**config.mk**
```make
export PLATFORM = sky130hd
export DESIGN_NAME = alu_rr_arbiter
export DESIGN_NICKNAME = d
export VERILOG_FILES = /design/src/rtl/alu_rr_arbiter.sv
export SDC_FILE = /design/constraint.sdc
export NUM_CORES = 1
export LEC_CHECK = 0
export CAP_MARGIN = 0
export CORE_ASPECT_RATIO = 1.1
export CORE_UTILIZATION = 50
export CTS_BUF_LIST = sky130_fd_sc_hd__clkbuf_8 sky130_fd_sc_hd__clkbuf_16
export DETAILED_ROUTE_END_ITERATION = 10
export GPL_TIMING_DRIVEN = 1
export HOLD_SLACK_MARGIN = 0.03
export PLACE_DENSITY = 0.86
export SLEW_MARGIN = 40
export SYNTH_ARGS = -nofsm -noshare
export SYNTH_HDL_FRONTEND = slang
export SYNTH_SLANG_ARGS = --single-unit
export TNS_END_PERCENT = 30
```
**constraint.sdc**
```tcl
create_clock -name clk -period 4.8 [get_ports clk]
set_clock_uncertainty 0.05 [all_clocks]
set_input_delay 0.96 -clock clk [delete_from_list [all_inputs] [get_ports clk]]
set_output_delay 0.96 -clock clk [all_outputs]
set_load 0.03 [all_outputs]
```
**src/rtl/alu_rr_arbiter.sv**
```systemverilog
// Round-robin arbiter sharing one 2-stage pipelined alu among NUM_REQ requesters.
// Optional feature: define ALU_ARB_STATS_EN to add per-requester saturating
// grant counters on port grant_cnt.

package op_code_pkg;
  localparam logic [2:0] OP_ADD   = 3'd0;
  localparam logic [2:0] OP_SUB   = 3'd1;
  localparam logic [2:0] OP_AND   = 3'd2;
  localparam logic [2:0] OP_OR    = 3'd3;
  localparam logic [2:0] OP_XOR   = 3'd4;
  localparam logic [2:0] OP_XNOR  = 3'd5;
  localparam logic [2:0] OP_NOT_B = 3'd6;
  // 3'd7 is unassigned; the alu returns 0 for it
endpackage

// Two-stage alu: stage 1 registers the operands, stage 2 registers the result.
module alu #(
  parameter int unsigned WIDTH = 6
) (
  input  logic             clk,
  input  logic             rst,
  input  logic             in_valid,
  input  logic [2:0]       op,
  input  logic [WIDTH-1:0] a,
  input  logic [WIDTH-1:0] b,
  output logic             out_valid,
  output logic [WIDTH-1:0] out
);
  import op_code_pkg::*;

  logic             in_valid_r;
  logic [2:0]       op_r;
  logic [WIDTH-1:0] a_r;
  logic [WIDTH-1:0] b_r;
  logic [WIDTH-1:0] result_c;

  // Stage 1: capture operands
  always_ff @(posedge clk) begin
    if (rst) begin
      in_valid_r <= 1'b0;
      op_r       <= '0;
      a_r        <= '0;
      b_r        <= '0;
    end else begin
      in_valid_r <= in_valid;
      op_r       <= op;
      a_r        <= a;
      b_r        <= b;
    end
  end

  // Operation decode; unknown codes yield 0
  always_comb begin
    result_c = '0;
    case (op_r)
      OP_ADD:   result_c = a_r + b_r;
      OP_SUB:   result_c = a_r - b_r;
      OP_AND:   result_c = a_r & b_r;
      OP_OR:    result_c = a_r | b_r;
      OP_XOR:   result_c = a_r ^ b_r;
      OP_XNOR:  result_c = ~(a_r ^ b_r);
      OP_NOT_B: result_c = ~b_r;
      default:  result_c = '0;
    endcase
  end

  // Stage 2: register result, forced to 0 when not valid
  always_ff @(posedge clk) begin
    if (rst) begin
      out_valid <= 1'b0;
      out       <= '0;
    end else begin
      out_valid <= in_valid_r;
      out       <= in_valid_r ? result_c : '0;
    end
  end
endmodule

module alu_rr_arbiter #(
  parameter int unsigned WIDTH   = 6,
  parameter int unsigned NUM_REQ = 4
) (
  input  logic                     clk,
  input  logic                     rst,
  input  logic [NUM_REQ-1:0]       req_valid,
  output logic [NUM_REQ-1:0]       req_ready,
  input  logic [3*NUM_REQ-1:0]     req_op,
  input  logic [WIDTH*NUM_REQ-1:0] req_a,
  input  logic [WIDTH*NUM_REQ-1:0] req_b,
  output logic [NUM_REQ-1:0]       rsp_valid,
  output logic [WIDTH-1:0]         rsp_data,
`ifdef ALU_ARB_STATS_EN
  output logic [16*NUM_REQ-1:0]    grant_cnt,
`endif
  output logic                     busy
);
  localparam int unsigned TAG_W = (NUM_REQ > 1) ? $clog2(NUM_REQ) : 1;
  localparam int unsigned CNT_W = 16;

  logic [TAG_W-1:0] rr_ptr;
  logic             grant_any;
  logic [TAG_W-1:0] grant_idx;
  logic [TAG_W-1:0] cand;
  logic [2:0]       alu_op;
  logic [WIDTH-1:0] alu_a;
  logic [WIDTH-1:0] alu_b;
  logic             alu_out_valid;
  logic [WIDTH-1:0] alu_out;
  logic             tag1_v;
  logic [TAG_W-1:0] tag1_idx;
  logic             tag2_v;
  logic [TAG_W-1:0] tag2_idx;

  // Round-robin scan from rr_ptr; first valid requester wins, none during reset
  always_comb begin
    grant_any = 1'b0;
    grant_idx = '0;
    cand      = '0;
    for (int unsigned k = 0; k < NUM_REQ; k++) begin
      cand = TAG_W'((32'(rr_ptr) + k) % NUM_REQ);
      if (!grant_any && req_valid[cand]) begin
        grant_any = 1'b1;
        grant_idx = cand;
      end
    end
    if (rst) grant_any = 1'b0;
  end

  assign req_ready = grant_any ? (NUM_REQ'(1) << grant_idx) : '0;
  assign busy      = tag1_v | tag2_v | grant_any;

  // Operand mux from the granted slice; all zero when idle
  always_comb begin
    alu_op = '0;
    alu_a  = '0;
    alu_b  = '0;
    for (int unsigned k = 0; k < NUM_REQ; k++) begin
      if (grant_any && grant_idx == TAG_W'(k)) begin
        alu_op = req_op[3*k +: 3];
        alu_a  = req_a[WIDTH*k +: WIDTH];
        alu_b  = req_b[WIDTH*k +: WIDTH];
      end
    end
  end

  alu #(.WIDTH(WIDTH)) u_alu (
    .clk       (clk),
    .rst       (rst),
    .in_valid  (grant_any),
    .op        (alu_op),
    .a         (alu_a),
    .b         (alu_b),
    .out_valid (alu_out_valid),
    .out       (alu_out)
  );

  // Pointer advance past the accepted requester
  always_ff @(posedge clk) begin
    if (rst) begin
      rr_ptr <= '0;
    end else if (grant_any) begin
      rr_ptr <= (grant_idx == TAG_W'(NUM_REQ - 1)) ? '0 : grant_idx + TAG_W'(1);
    end
  end

  // Tag pipe tracking the alu stages, plus registered response outputs
  always_ff @(posedge clk) begin
    if (rst) begin
      tag1_v    <= 1'b0;
      tag1_idx  <= '0;
      tag2_v    <= 1'b0;
      tag2_idx  <= '0;
      rsp_valid <= '0;
      rsp_data  <= '0;
    end else begin
      tag1_v    <= grant_any;
      tag1_idx  <= grant_idx;
      tag2_v    <= tag1_v;
      tag2_idx  <= tag1_idx;
      rsp_valid <= alu_out_valid ? (NUM_REQ'(1) << tag2_idx) : '0;
      rsp_data  <= alu_out_valid ? alu_out : '0;
    end
  end

`ifdef ALU_ARB_STATS_EN
  // Saturating per-requester accept counters
  always_ff @(posedge clk) begin
    if (rst) begin
      grant_cnt <= '0;
    end else begin
      for (int unsigned k = 0; k < NUM_REQ; k++) begin
        if (grant_any && grant_idx == TAG_W'(k) &&
            grant_cnt[CNT_W*k +: CNT_W] != {CNT_W{1'b1}}) begin
          grant_cnt[CNT_W*k +: CNT_W] <= grant_cnt[CNT_W*k +: CNT_W] + CNT_W'(1);
        end
      end
    end
  end
`endif
endmodule

```
**Yosys cells after proc, flatten, opt, wreduce, memory -nomap -nowiden**

Index checks and enable logic that the tools add are counted.

- Register bits: 39
- Latch bits: 0
- Bits in writable memories: 0
- Bits in read-only memories: 0
- Input bits: 66
- Output and inout port bits: 15
- Word-level logic and storage cells: 87
- Memories: 0

- $add $sub $neg: 6
- Multiply operators: 0
- Div/mod/pow operators: 0
- $lt $le $gt $ge: 4
- Equal/unequal tests: 9
- Shift-type cells: 2
- Muxes and demuxes: 32
- Bitwise operators: 9
- Reductions and logical operators: 14

Operator list:

| kind | number |
|---|---|
| $mux 6 | 8 |
| $pmux 6 s7 | 1 |
| $lt 2x3->1 const B | 4 |
| $mux 3 | 4 |
| $not 6->6 | 2 |
| $mux 2 | 5 |
| $eq 3x3->1 const B | 3 |
| $mux 1 | 9 |
| $bmux 1 s2 | 4 |
| $shl 1x2->4 const A | 2 |
| $logic_and 1x1->1 | 7 |
| $add 6x6->6 | 1 |
| $and 6x6->6 | 1 |
| $eq 3x2->1 const B | 2 |
| $or 6x6->6 | 1 |
| $sub 6x6->6 | 1 |
| $xor 6x6->6 | 1 |
| $add 2x1->2 const B | 2 |
| $add 2x2->2 const B | 2 |
| $eq 2x2->1 const B | 2 |
| $mux 4 | 1 |
| $reduce_or 2->1 | 2 |
| $eq 3x1->1 const B | 1 |
| $logic_not 1->1 | 3 |
| other kinds (5) | 7 |

**Logic depth before layout (Yosys ltp)**

- Depth after elaboration: 18
- Mapped depth: 12
- Gate-level depth less buffers: 11

**By module**

Synthesis repeated with hierarchy kept, for this count alone.

- Cells, all modules: 326
- Area, all modules: 2737.6 µm²

By module, submodules not included:

| module | times used | cells each | area each (µm²) | seq. area each (µm²) |
|---|---|---|---|---|
| alu | 1 | 155 | 1450.1 | 460.4 |
| alu_rr_arbiter | 1 | 171 | 1287.5 | 360.3 |

**Worst setup path before layout**

OpenSTA, ideal clock, no wires.

- Kind: input to output
- Start: in req_valid[0]
- End: out req_ready[1]
- Arrival time: 2.503 ns
- Data required time: 3.790 ns
- Path slack: 1.287 ns
- Stages on the path: 8
- Path buffers: 2
- Cells stage by stage: or2b_1 -> a21oi_1 -> a221o_1 -> nor2_1 -> ha_1 -> buf_2 -> clkbuf_1 -> and2_1

- Longest elaborated chain between the ends: 14
- Elaborated cells on any way between the ends: 25
- Those cells by class: 1 x shift; 18 x mux; 6 x reduce/logical

RTL lines:

| item | line | text |
|---|---|---|
| from (decl) | 85 | `input logic [NUM_REQ-1:0] req_valid,` |
| $bmux 1 s2 | 121 | `if (!grant_any && req_valid[cand]) begin` |
| $mux 1 (not written as such) | 121 |  |
| $mux 1 | 121 |  |
| $logic_not 1->1 | 121 |  |
| $logic_and 1x1->1 | 121 |  |
| $mux 1 | 121 |  |
| $logic_not 1->1 | 121 |  |
| $logic_and 1x1->1 | 121 |  |
| $mux 1 | 121 |  |
| $logic_not 1->1 | 121 |  |
| $logic_and 1x1->1 | 121 |  |
| $mux 2 * | 121 |  |
| named net grant_idx[0] | 102 | `logic [TAG_W-1:0] grant_idx;` |
| $shl 1x2->4 * | 129 | `assign req_ready = grant_any ? (NUM_REQ'(1) << grant_idx) : '0;` |
| $mux 4 * | 129 |  |
| to (decl) | 86 | `output logic [NUM_REQ-1:0] req_ready,` |

Mark *: on every way through the listed nets, which the timed path passes. The rest lies on a longest branch. The select of a mux whose other input is x is not followed.

**Worst setup path after layout**

- Start: in req_valid[0]
- End: out req_ready[2]

The elaborated chain is that of the path after synthesis.

==> flow_summary.toml <==
[outcome]
outcome = "finished clean"

[yosys]
netlist-cell-type-count = 43
yosysSeqAreaShare = 0.321
async_flop_share = 0
synth_edf_count = 0
ys.warnings.count = 0
synthFlopType = "dfxtp_1"
syn_area_sq_um = 2430
synth_fp_nets = 382
avgSynthCellArea_sq_um = 8.31
netlist_instances = 293
ys_seq_elements = 39

[final_layout]
drive_gt1_frac = 0.0516
fin_nets = 456
syn2layout_area_growth_pct = 36.7
mostFrequentLayoutCell = "clkdlybuf4s50_1"
most-common-layout-cells = "clkdlybuf4s50_1 (79), dfxtp_1 (39), nor2_1 (36), a21oi_1 (28), ha_1 (22)"
antennaDiodeCount = 0
fin_area_sq_um = 3330

[worst_hold_path]
whs_endpoint = "rsp_data[2]$_SDFF_PP0_"
hp-start = "u_alu.out[2]$_SDFF_PP0_"
hold_path_class = "flip-flop to flip-flop"
hold_path_depth = 1

[timing]
finalHoldViolations = 0
slew_headroom = 0.524
final.period_utilization = 0.906
min_period_ns = 4.35
rsz0062_at_grt = "no"
whs_ns = 0.377
setup_viol = 0
drv_slew = 0
worst_pin_slew_ns = 0.713
finalSetupTns_ns = 0
setup_ws_ns = 0.450
fmax_mhz = 230

[cts]
cts_setup_buffers = 0
clk_latency_ns = 0.29
ctsHoldBuffers = 0
path_clk_slew_ns = 0.07
cts_htree_levels = 2
root_buffer = "clkbuf_8"
cts_max_path_buffers = 2
cts_resized = 0
cts_tree = "yes"
cts_buffers = 5
clock_sinks = 39

[placed_design]
placed_cell_area_sq_um = 3250
place_congestion = 0.820
dpl.hpwl_um = 4100
port_buffers = 80
pre_cts_ws_ns = 0.485

[critical_path]
worstPathRequired_ns = 3.79
critPathLaunchType = "input port"
cp_common_cell = "clkdlybuf4s50_1"
path_cells = "clkdlybuf4s50_1, or2b_1, nor2b_1, o22ai_1, inv_1, ha_1, and2_1, clkdlybuf4s50_1"
cpPeakStageDelay_ns = 0.59
r2r_slack_ns = 1.92
crit_arrival_ns = 3.34
crit_path_max_fanout = 4
critPathCaptureType = "primary output"
slowest_stage = "clkdlybuf4s50_1"
worstSetupPathType = "input port to primary output"
reg2reg_depth = 9
r2r-start = "u_alu.op_r[0]$_SDFF_PP0_"
worstReg2RegEnd = "u_alu.out[5]$_SDFF_PP0_"
cp_top_family = "buffers and inverters"
path_buf_inv = 3

[die]
rows = 26
initial_utilization = 0.523
die_h_um = 75.2
ioPinCount = 81
die-width_um = 68.5
core_sq_um = 4650
die_area_sq_um = 5150

[detailed_routing]
drtIter0Drc = 110
wl_met3_um = 334
met2_length_um = 2660
vias = 2263
wire_per_inst_um = 12.1
top_layer = "met4"
route.detailed.drc = 0
routed_wl_um = 5130
viasPerCell = 5.34
drtAntennaViolNets = 0
wl_met1_um = 2070
first_pass_iters = 5

[power]
leakagePower_nw = 1.37
power.total_mw = 1.63
cellPowerDensity_nw_per_um2 = 488
ir_drop_uv = 223

[grt]
grt_pass1_vias = 2079
grt_pass1_wl_um = 8590
grt_usage = 0.220
grt_max_degree = 32
gr-total-overflow = 0
antenna_found_initial = 0

[run]
maxCapViolations = 0
## per-stage QoR
| stage | std cells | util |
|---|---|---|
| floorplan | 293 | - |
| global placement | 416 | 0.697 |
| detailed placement | 416 | 0.698 |
| CTS | 424 | 0.716 |
| global route | 424 | 0.716 |
| finish | 424 | 0.716 |
## metal layers
metal	global-route usage	up-vias
li1	-	1164
met1	0.243	1017
met2	0.399	77
met3	0.0530	5
met4	0.0903	0
met5	0	-
## how the worst max path moves through the flow
stage,from,endpoint,slack [ns],cells past startpoint
after floorplan,req_valid[0],req_ready[1],1.29,8
after global placement,req_valid[0],req_ready[2],0.54,8
after detailed placement,req_valid[0],req_ready[2],0.48,8
after CTS,req_valid[0],req_ready[2],0.47,8
after global routing,req_valid[0],req_ready[2],0.33,8
final,req_valid[0],req_ready[2],0.45,8
## flip-flops by register name, summed over array words and instances, names as in the netlist, 2 cells and up
signal / flops
u_alu.op_r: 3
u_alu.a_r: 6
rr_ptr: 2
rsp_valid: 4
tag1_idx: 2
rsp_data: 6
u_alu.b_r: 6
u_alu.out: 6
tag2_idx: 2
## synth_stat cells, drive strengths merged, types with 2 or more instances
cell     n  area, sq um
o221ai   2         17.5
nor3    18         90.1
nor3b    3         33.8
and2    10         62.6
clkbuf   8         30.0
xnor2    6         52.6
xor2     3         26.3
buf      9         60.1
o21ai    4         20.0
inv     22         85.1
a21o     2         15.0
nand2b   6         37.5
a221oi  16          140
and3     2         12.5
nand2    4         15.0
nor2    36          135
ha      22          275
o22ai    4         25.0
or2      2         12.5
a211oi   6         45.0
mux2i    3         30.0
a21oi   28          140
a31oi    3         25.0
dfxtp   39          781
nor2b   21          131
or3      3         18.8
## kinds of logic (layout without fill, tap and decap cells)
logic type | after synthesis | in the layout | synth area share
DFF | 39 | 39 | 0.321
xor gates and xnor gates | 9 | 9 | 0.0324
buffers and inverters | 39 | 114 | 0.0719
and+or+nand+nor | 109 | 109 | 0.245
AOI/OAI and AO/OA | 71 | 71 | 0.197
muxes | 3 | 3 | 0.0123
adders and majority gates | 23 | 23 | 0.121
## power breakdown
part	switching, mW	internal [mW]
Clock	0.107	0.0992
Sequential	0.0948	0.397
Combinational	0.478	0.450
Total	0.680	0.946
## area by class of cell
class                           instances  area (sq um)
Clock inverter                          3          15.0
Timing Repair Buffer                   84           828
Inverter                               22          85.1
Fill cell                             378          1320
Tap cell                               56          70.1
Multi-Input combinational cell        215          1480
Sequential cell                        39           781
Clock buffer                            5          68.8
## worst register-to-register path: cells and delay by family (launching register included)
family          cells  cell delay [ns]
flops               1             0.78
fa+ha+maj           1             0.35
compound gates      3             0.39
simple gates        4             1.06
xor+xnor            1             0.14
(Power assumes the default switching activity.)
